==> src/rtl/shift_74hc595_chain.sv <==
// Serialises a CHIPS*8-bit frame onto a daisy-chain of 74HC595s (DS / SH_CP / ST_CP).
// Latency: 1 load cycle, then 2W+2 wr_en ticks per frame; done pulses the cycle after the final tick.
// Backpressure: one-deep holding buffer (ready = empty); rd_en into a full buffer overwrites it and pulses overrun.
//
// Ports:
//   clk, rst_n      - system clock, synchronous active-low reset
//   rd_en, data_in  - capture strobe and frame to display
//   wr_en           - bit-rate clock-enable tick from the divider
//   ready, busy     - holding buffer empty / frame being serialised
//   done, overrun   - one-cycle status pulses (frame latched / buffered frame overwritten)
//   data_out, register_clock, latch - DS, SH_CP, ST_CP pins
module shift_74hc595_chain #(
   parameter int CHIPS     = 1,
   parameter bit MSB_FIRST = 1'b1
) (
   input  logic                 clk,
   input  logic                 rst_n,
   input  logic                 rd_en,
   input  logic [8*CHIPS-1:0]   data_in,
   input  logic                 wr_en,
   output logic                 ready,
   output logic                 busy,
   output logic                 done,
   output logic                 overrun,
   output logic                 data_out,
   output logic                 register_clock,
   output logic                 latch
);

   localparam int W  = 8 * CHIPS;
   localparam int CW = (W > 1) ? $clog2(W) : 1;

   typedef enum logic [2:0] {
      S_IDLE,
      S_SETUP,
      S_CLK_HI,
      S_LATCH_HI,
      S_LATCH_LO
   } state_t;

   state_t          state, state_nxt;
   logic [W-1:0]    sr, sr_nxt;
   logic [CW-1:0]   cnt, cnt_nxt;
   logic [W-1:0]    hold_dat, hold_dat_nxt;
   logic            hold_vld, hold_vld_nxt;
   logic            data_out_nxt, register_clock_nxt, latch_nxt;
   logic            done_nxt, overrun_nxt;
   logic            consume;

   // The IDLE state drains the buffer without waiting for a tick.
   assign consume = (state == S_IDLE) && hold_vld;

   always_comb begin
      state_nxt          = state;
      sr_nxt             = sr;
      cnt_nxt            = cnt;
      hold_dat_nxt       = hold_dat;
      hold_vld_nxt       = hold_vld;
      data_out_nxt       = data_out;
      register_clock_nxt = register_clock;
      latch_nxt          = latch;
      done_nxt           = 1'b0;
      overrun_nxt        = 1'b0;

      // A write landing on the consume cycle refills the buffer; it is not an overrun
      // because the previous frame has just been moved into the shift register.
      if (rd_en) begin
         hold_dat_nxt = data_in;
         hold_vld_nxt = 1'b1;
         overrun_nxt  = hold_vld && !consume;
      end else if (consume) begin
         hold_vld_nxt = 1'b0;
      end

      case (state)
         S_IDLE: begin
            if (hold_vld) begin
               sr_nxt    = hold_dat;
               cnt_nxt   = CW'(W - 1);
               state_nxt = S_SETUP;
            end
         end
         S_SETUP: begin
            if (wr_en) begin
               data_out_nxt       = MSB_FIRST ? sr[W-1] : sr[0];
               register_clock_nxt = 1'b0;
               state_nxt          = S_CLK_HI;
            end
         end
         S_CLK_HI: begin
            // data_out is left untouched here so DS is stable a full tick around the SH_CP rise.
            if (wr_en) begin
               register_clock_nxt = 1'b1;
               if (cnt == '0) begin
                  state_nxt = S_LATCH_HI;
               end else begin
                  cnt_nxt   = cnt - CW'(1);
                  sr_nxt    = MSB_FIRST ? {sr[W-2:0], 1'b0} : {1'b0, sr[W-1:1]};
                  state_nxt = S_SETUP;
               end
            end
         end
         S_LATCH_HI: begin
            if (wr_en) begin
               register_clock_nxt = 1'b0;
               latch_nxt          = 1'b1;
               state_nxt          = S_LATCH_LO;
            end
         end
         S_LATCH_LO: begin
            if (wr_en) begin
               latch_nxt = 1'b0;
               done_nxt  = 1'b1;
               state_nxt = S_IDLE;
            end
         end
         default: state_nxt = S_IDLE;
      endcase
   end

   always_ff @(posedge clk) begin
      if (!rst_n) begin
         state          <= S_IDLE;
         sr             <= '0;
         cnt            <= '0;
         hold_dat       <= '0;
         hold_vld       <= 1'b0;
         data_out       <= 1'b0;
         register_clock <= 1'b0;
         latch          <= 1'b0;
         done           <= 1'b0;
         overrun        <= 1'b0;
      end else begin
         state          <= state_nxt;
         sr             <= sr_nxt;
         cnt            <= cnt_nxt;
         hold_dat       <= hold_dat_nxt;
         hold_vld       <= hold_vld_nxt;
         data_out       <= data_out_nxt;
         register_clock <= register_clock_nxt;
         latch          <= latch_nxt;
         done           <= done_nxt;
         overrun        <= overrun_nxt;
      end
   end

   assign ready = !hold_vld;
   assign busy  = (state != S_IDLE);

endmodule

==> config.mk <==
export PLATFORM = sky130hd
export DESIGN_NAME = shift_74hc595_chain
export DESIGN_NICKNAME = d
export VERILOG_FILES = /design/src/rtl/shift_74hc595_chain.sv
export SDC_FILE = /design/constraint.sdc
export NUM_CORES = 1
export LEC_CHECK = 0
export ABC_CLOCK_PERIOD_IN_PS = 1350
export CAP_MARGIN = 15
export CORE_ASPECT_RATIO = 0.6
export CORE_UTILIZATION = 50
export CTS_BUF_LIST = sky130_fd_sc_hd__clkbuf_2 sky130_fd_sc_hd__clkbuf_4 sky130_fd_sc_hd__clkbuf_8
export DETAILED_ROUTE_END_ITERATION = 12
export PLACE_DENSITY = 0.82
export SYNTH_ARGS = -nofsm -noshare
export SYNTH_HDL_FRONTEND = slang
export SYNTH_SLANG_ARGS = --single-unit
==> constraint.sdc <==
create_clock -name clk -period 1.35 [get_ports clk]
set_input_delay 0.2025 -clock clk [delete_from_list [all_inputs] [get_ports clk]]
set_output_delay 0.2025 -clock clk [all_outputs]
set_load 0.005 [all_outputs]
## Yosys cells after proc, flatten, opt, wreduce, memory -nomap -nowiden

Cells that the tools add are included.

| word-level totals | value |
|---|---|
| output and inout bits | 7 |
| input bits | 12 |
| word-level logic and storage cells | 63 |
| register bits | 28 |

| operators by class | value |
|---|---|
| mux-type cells | 22 |
| $add $sub $neg | 1 |
| reduce and logical (&&, ||, !) cells | 19 |
| eq/ne operators | 11 |

Operators with widths:

| kind | number |
|---|---|
| $mux 3 | 8 |
| $mux 8 | 3 |
| $pmux 8 s2 | 1 |
| $pmux 3 s5 | 1 |
| $ne 2x2->1 const B | 6 |
| $reduce_bool 2->1 | 4 |
| $eq 3x2->1 const B | 2 |
| $logic_not 3->1 | 2 |
| $pmux 3 s2 | 1 |
| $reduce_and 2->1 | 3 |
| $reduce_and 3->1 | 2 |
| $mux 1 | 5 |
| $reduce_and 5->1 | 1 |
| $pmux 1 s2 | 2 |
| $reduce_and 4->1 | 1 |
| $eq 3x1->1 const B | 1 |
| $eq 3x3->1 const B | 1 |
| $reduce_bool 3->1 | 1 |
| $sub 3x1->3 const B | 1 |
| $logic_and 1x1->1 | 2 |
| $logic_not 1->1 | 2 |
| $mux 2 | 1 |
| $ne 2x1->1 const B | 1 |
| $reduce_or 2->1 | 1 |

## Logic depth before layout (Yosys ltp)

Gate-level depths: netlist of run 1.

| logic depth | value |
|---|---|
| word-level depth | 4 |
| mapped depth | 7 |
| gate-level depth less buffers | 6 |

## Worst setup path after synthesis of run 1

No wires, ideal clock.

| timing path | value |
|---|---|
| path kind | flip-flop to flip-flop |
| start | register cnt[0] |
| end | register sr[1] |
| arrival | 1290 ps |
| clock period less this slack | 1415 ps |
| slack | -65 ps |
| stages on the path, launching flop included | 8 |
| required time | 1226 ps |
| path through | dfxtp_1 inv_1 ha_1 nor2b_4 o22ai_4 and2_4 buf_6 a211oi_2 |

| on the way | value |
|---|---|
| longest elaborated chain between the ends | 3 |

Ends and longest elaborated chain:

| item | line | source |
|---|---|---|
| from (decl) | 43 | `logic [CW-1:0] cnt, cnt_nxt;` |
| from (signal assigned) | 136 | `cnt <= cnt_nxt;` |
| $logic_not 3->1 | 94 | `if (cnt == '0) begin` |
| $ne 2x2->1 (no source line) | -- |  |
| $reduce_and 4->1 (no source line) | -- |  |
| to (signal assigned) | 135 | `sr <= sr_nxt;` |
| to (decl) | 42 | `logic [W-1:0] sr, sr_nxt;` |

Every way passes these cells.
A chain may end at the register's enable or synchronous reset.

## Final worst setup path of run 1

| timing path | value |
|---|---|
| start | register cnt[0] |
| end | register sr[2] |

Same word-level chain as after synthesis.

==> flow_summary.ini, run 1 <==
[timing]
final.setup.tns_ps = -156
finalSetupViolCount = 9
timing_hold_violations_final = 0
layout_min_cycle_time_ps = 1370
unrepaired_setup_endpoints_after_global_routing = true
slew-limit-headroom_pct = 80.1
timing.final.ws_setup_ps = -24.3
final.period_utilization_pct = 102
maxClockFrequency_mhz = 728
worstMarginPinSlew_ps = 298
fin_worst_skew_ps = 2.43
slew_viol_final = 0

[outcome]
run_status = finished with violations
violations = negative setup slack

[synthesis]
synth-seq-cells = 28
synthDominantCellAreaShare_pct = 43.5
synth_compound_gate_area_share_pct = 18.9
number_of_cells_produced_by_synthesis = 130
syn-mean-instance-area_sq_um = 9.92
post_synth_xor_area_fraction_pct = 0
yosysWarnings = 0
synth_top_cells_by_area = sky130_fd_sc_hd__dfxtp_1 43%, sky130_fd_sc_hd__mux2i_1 12%, sky130_fd_sc_hd__a211oi_2 6.8%
seq_area_frac_synth_pct = 43.5
post_synth_and_or_nand_nor_area_fraction_pct = 18.1
synth_mux_area_share_pct = 11.6
synth_top_family_by_area = compound AO/OA/AOI/OAI gates
synth_area_leader_cell = sky130_fd_sc_hd__dfxtp_1
yosys.cell_types.count = 36
synth_fa_ha_area_share_pct = 1.94
syn_nets = 144
synthesis.area_sq_um = 1290

[floorplanning]
die_width_um = 67.6
die_area_sq_um = 2790
ioPinCount = 19
initial_utilization_pct = 56.2
rows = 13
floorplan.core_area_sq_um = 2290
die_height_um = 41.3

[detailed_routing]
drt-pass1-iter-count = 4
finalWirelength_um = 3180
drc = 0
vias = 1092
routed_wire_length_per_instance_um = 16.1
route.antenna.remaining_nets = 0
via_per_inst = 5.52
first_iter_violations = 50

[grt]
antenna_found_initial = 0
grt.total_usage_pct = 25.2
maximum_number_of_pins_on_one_net_before_global_route_repair = 18
grt_overflow = 0
grt_pass1_vias = 968
global_route_wire_length_before_repair_um = 4740

[placement]
pre_cts_ws_ps = -237
place.detailed.instances = 188
weighted_congestion_at_the_end_of_routability_driven_global_placement = 0.805
buffer_ports.inserted = 18
dp_hpwl_um = 2110
cell_area_reported_after_detailed_placement_sq_um = 1620

[cts]
clkTransAtPathRegs_ps = 90
clk_root_buffer_cell = sky130_fd_sc_hd__clkbuf_8
worstSkewPairLatency_ps = 280
ctsHtreeMaxLevel = 1
tritoncts = built
cts_made_buffers = 3
clock_path_buffers = 2
clock_sink_count = 28

[power_and_ir_drop]
power_density_nw_per_um2 = 1030
worst_ir_drop_vdd_mv = 0.623
leakage_nw = 0.724
total_power_w = 0.00184

[critical_path]
worst-path-max-fanout = 8
setup.worst_path.class = reg2reg
critical_path.startpoint_type = flop
setup.worst_path.end_class = flop
worst-endpoint-required_ps = 1520
crit_arrival_ps = 1550
register_to_register_path_depth = 6

[finish]
synthToLayoutAreaGrowth_pct = 38.1
multiInputGateArea_sq_um = 692
most_common_cell_after_layout_fill_and_taps_aside = sky130_fd_sc_hd__dfxtp_1
mostFrequentLayoutCells = 21 x sky130_fd_sc_hd__dfxtp_1, 19 x sky130_fd_sc_hd__buf_4, 17 x sky130_fd_sc_hd__nor2_1
instances_no_fill = 198
drive_above_1_share_pct = 35.7
number_of_nets_in_the_final_layout = 184
antenna_cells_inserted = 0
nFillCells = 149
area.sequential_sq_um = 572
final_cell_area_excluding_filler_cells_sq_um = 1780

[flow_run]
cap_viol_max_count = 0

[worst_hold_path]
worstHoldPathCells = 2
min_path_type = reg2reg
worst paths after layout:
kind	start	slack (ps)	endpoint
min	data_out	480	data_out
max	cnt[0]	-20	sr[2]
max reg2reg	cnt[0]	-20	sr[2]
min reg2reg	data_out	480	data_out
registers in the layout (all words and copies together) (netlist names):
| register | cells |
|---|---|
| cnt | 3 |
| data_out | 1 |
| done | 1 |
| hold_dat | 8 |
| hold_vld | 1 |
| latch | 1 |
| overrun | 1 |
| register_clock | 1 |
| sr | 8 |
| state | 3 |
synthesized netlist by cell type:
cell	n
sky130_fd_sc_hd__o221ai_1	1
sky130_fd_sc_hd__ha_1	2
sky130_fd_sc_hd__inv_2	1
sky130_fd_sc_hd__nor2b_4	1
sky130_fd_sc_hd__o21ai_1	1
sky130_fd_sc_hd__mux2i_1	15
sky130_fd_sc_hd__nand3_1	2
sky130_fd_sc_hd__nor3b_1	1
sky130_fd_sc_hd__dfxtp_1	28
sky130_fd_sc_hd__a211oi_2	7
sky130_fd_sc_hd__nand2b_1	1
sky130_fd_sc_hd__nand4_1	2
sky130_fd_sc_hd__buf_1	1
sky130_fd_sc_hd__nand2_4	1
sky130_fd_sc_hd__o21ai_0	1
sky130_fd_sc_hd__and3_1	2
sky130_fd_sc_hd__a221oi_2	1
sky130_fd_sc_hd__and2_4	1
sky130_fd_sc_hd__buf_4	3
sky130_fd_sc_hd__nor4_2	1
sky130_fd_sc_hd__nand2_2	1
sky130_fd_sc_hd__buf_2	4
sky130_fd_sc_hd__o22ai_4	1
sky130_fd_sc_hd__inv_1	4
sky130_fd_sc_hd__o41ai_2	1
sky130_fd_sc_hd__nor2_1	17
sky130_fd_sc_hd__buf_6	1
sky130_fd_sc_hd__a21oi_1	13
sky130_fd_sc_hd__a31oi_1	1
sky130_fd_sc_hd__nand2_1	6
sky130_fd_sc_hd__nor2b_1	2
sky130_fd_sc_hd__a211oi_1	2
sky130_fd_sc_hd__nor2_2	1
sky130_fd_sc_hd__nor4b_1	1
sky130_fd_sc_hd__or3b_1	1
sky130_fd_sc_hd__and4b_1	1
final cells by class:
| cell class | instances | share of cell area, % |
|---|---|---|
| clock buffer | 3 | 2.32 |
| timing repair buffer | 44 | 23.6 |
| inverter | 5 | 1.05 |
| sequential | 28 | 32.1 |
| tap | 30 | 2.11 |
| multi-input combinational | 88 | 38.8 |
metrics by stage:
| step | util, % | hold slack (ps) |
|---|---|---|
| after detailed placement | 70.7 | 454 |
| final | 77.7 | 482 |
| after global placement | 70.7 | 443 |
| after global routing | 77.7 | 492 |
| after CTS | 75.9 | 470 |
| after floorplan | - | 342 |
cell families (layout without fill, tap and decap cells):
group | Yosys count | after routing
simple gates | 42 | 42
compound gates | 29 | 29
flops | 28 | 28
buf+inv | 14 | 52
fa+ha+maj | 2 | 2
mux | 15 | 15
power breakdown:
part | switching, W | internal (W)
combinational | 0.000218 | 0.000237
clock | 0.000259 | 0.000201
sequential | 0.0000390 | 0.000882
routing by layer:
| layer | part of all wire [%] | GRT usage [%] | wire [um] |
|---|---|---|---|
| met5 | 0 | 0 | 0 |
| met4 | 2.3 | 12.8 | 72 |
| met3 | 4.4 | 6.52 | 141 |
| met2 | 45 | 39.4 | 1440 |
| met1 | 48 | 32.9 | 1530 |
worst max-delay path: stages (launching register included):
cell                       delay [ps]
sky130_fd_sc_hd__dfxtp_2          340
sky130_fd_sc_hd__inv_2             50
sky130_fd_sc_hd__ha_4             150
sky130_fd_sc_hd__nor2b_4          140
sky130_fd_sc_hd__o22ai_4          220
sky130_fd_sc_hd__and2_4           290
sky130_fd_sc_hd__a211oi_2          80
repair_timing:
action | in CTS | in global routing
pin swaps | 12 | 7
setup buffers | 6 | 1
setup endpoints to repair | 12 | 18
cloned | 0 | 0
resized for setup | 12 | 10
hold buffers | 0 | 0
No activity file was read; power rests on OpenSTA's default activity.
==> run 2, diff against run 1 <==
--- a/config.mk
+++ b/config.mk
@@ -12,6 +12,7 @@
 export CTS_BUF_LIST = sky130_fd_sc_hd__clkbuf_2 sky130_fd_sc_hd__clkbuf_4 sky130_fd_sc_hd__clkbuf_8
 export DETAILED_ROUTE_END_ITERATION = 12
 export PLACE_DENSITY = 0.82
+export SETUP_SLACK_MARGIN = 0.1
 export SYNTH_ARGS = -nofsm -noshare
 export SYNTH_HDL_FRONTEND = slang
 export SYNTH_SLANG_ARGS = --single-unit
==> flow_summary.ini, run 2 (synthesized netlist as in run 1, its figures left out) <==
[finish]
most_common_cell_after_layout_fill_and_taps_aside = sky130_fd_sc_hd__buf_4
final_core_utilization_pct = 80.7
nFillCells = 142
instances_no_fill = 205
synthToLayoutAreaGrowth_pct = 43.5
number_of_nets_in_the_final_layout = 190
drive_above_1_share_pct = 41.7
layout_top_registers = hold_dat (8), sr (8)
mostFrequentLayoutCells = 23 x sky130_fd_sc_hd__buf_4, 20 x sky130_fd_sc_hd__dfxtp_1, 16 x sky130_fd_sc_hd__nor2_1
antenna_cells_inserted = 0

[cts]
clock_path_buffers = 2
tritoncts = built
clkTransAtPathRegs_ps = 90
cts_hold_buffers = 0
clk_root_buffer_cell = sky130_fd_sc_hd__clkbuf_8
ctsHtreeMaxLevel = 1
worstSkewPairLatency_ps = 270
cts_made_buffers = 3
clock_sink_count = 28

[floorplanning]
ioPinCount = 19
initial_utilization_pct = 56.2
floorplan.core_area_sq_um = 2290
die_width_um = 67.6
die_area_sq_um = 2790
rows = 13
die_height_um = 41.3

[outcome]
violations = negative setup slack
run_status = finished with violations

[timing]
unrepaired_setup_endpoints_after_global_routing = true
holdWs_ps = 473
fin_worst_skew_ps = 3.89
layout_min_cycle_time_ps = 1410
timing_hold_violations_final = 0
maxClockFrequency_mhz = 708
slew_viol_final = 0
finalSetupViolCount = 11
slew-limit-headroom_pct = 82.1
worstMarginPinSlew_ps = 267
final.setup.tns_ps = -273
timing.final.ws_setup_ps = -63.3
final.period_utilization_pct = 105

[grt]
global_route_wire_length_before_repair_um = 5140
grt_overflow = 0
grt_pass1_vias = 1068
antenna_found_initial = 0
grt.total_usage_pct = 26.9
maximum_number_of_pins_on_one_net_before_global_route_repair = 17

[power_and_ir_drop]
power_density_nw_per_um2 = 1060
worst_ir_drop_vdd_mv = 0.784
leakage_nw = 0.781
total_power_w = 0.00196

[flow_run]
cap_viol_max_count = 0

[detailed_routing]
route.antenna.remaining_nets = 0
finalWirelength_um = 3690
drt-pass1-iter-count = 4
first_iter_violations = 99
via_per_inst = 5.78
drc = 0
vias = 1184
routed_wire_length_per_instance_um = 18.0

[critical_path]
worstReg2RegEnd = sr[4]
worst-path-max-fanout = 5
register_to_register_setup_slack_ps = -60
setup.worst_path.end_class = flop
worst-endpoint-required_ps = 1540
setup.worst_path.class = reg2reg
critical_path.startpoint_type = flop
register_to_register_path_depth = 7
crit_arrival_ps = 1600
worst_setup_path_startpoint = cnt[0]
reg2reg_from = cnt[0]
critPathCapture = sr[4]

[placement]
dp_hpwl_um = 2190
buffer_ports.inserted = 18
weighted_congestion_at_the_end_of_routability_driven_global_placement = 0.906
place.detailed.instances = 188

[worst_hold_path]
min-delay-start = sr[0]
min_path_type = reg2reg
-- run 2: layer usage --
layer / up-vias / global-route usage (%) / share of wire [%]
li1: 546 / - / -
met1: 565 / 32.3 / 45
met2: 59 / 47.0 / 46
met3: 14 / 6.79 / 5.6
met4: 0 / 12.2 / 2.5
met5: - / 0 / 0
-- run 2: power breakdown --
group	leakage (nW)	internal (W)	total, W	switching (W)
clock	0.0288	0.000261	0.000518	0.000256
sequential	0.233	0.000883	0.000926	0.0000430
combinational	0.519	0.000257	0.000512	0.000255
-- run 2: worst min path at each step --
stage | endpoint | slack [ps] | cells past startpoint
after floorplan | sr[0] | 340 | 2
after global placement | sr[0] | 440 | 2
after detailed placement | sr[0] | 450 | 2
after CTS | sr[0] | 480 | 2
after global routing | sr[0] | 490 | 2
final | sr[0] | 470 | 2
-- run 2: critical path, stage by stage, from the launching register on --
cell,delay (ps)
sky130_fd_sc_hd__dfxtp_2,350
sky130_fd_sc_hd__inv_2,50
sky130_fd_sc_hd__ha_4,150
sky130_fd_sc_hd__nor2b_4,140
sky130_fd_sc_hd__o22ai_4,210
sky130_fd_sc_hd__buf_6,160
sky130_fd_sc_hd__a21oi_1,90
sky130_fd_sc_hd__a211oi_2,180
-- run 2: through the flow --
stage,area (sq um),setup slack (ps)
floorplan,1300,26.1
global placement,1620,-164
detailed placement,1620,-249
CTS,1820,13.7
global route,1850,-111
finish,1850,-63.3
-- run 2: what timing repair did --
action                     CTS  global route
gates cloned                 0             0
pin swaps                   14             3
gates resized for setup     27            12
setup endpoints to repair   21            17
buffers inserted            12             1
-- run 2: area by class of cell --
cell class / instances / area [sq um] / share of cell area (%)
Clock buffer: 4 / 55.1 / 2.97
Inverter: 5 / 18.8 / 1.01
Multi-Input combinational cell: 88 / 717 / 38.7
Sequential cell: 28 / 573 / 31.0
Tap cell: 30 / 37.5 / 2.03
Timing Repair Buffer: 50 / 449 / 24.3
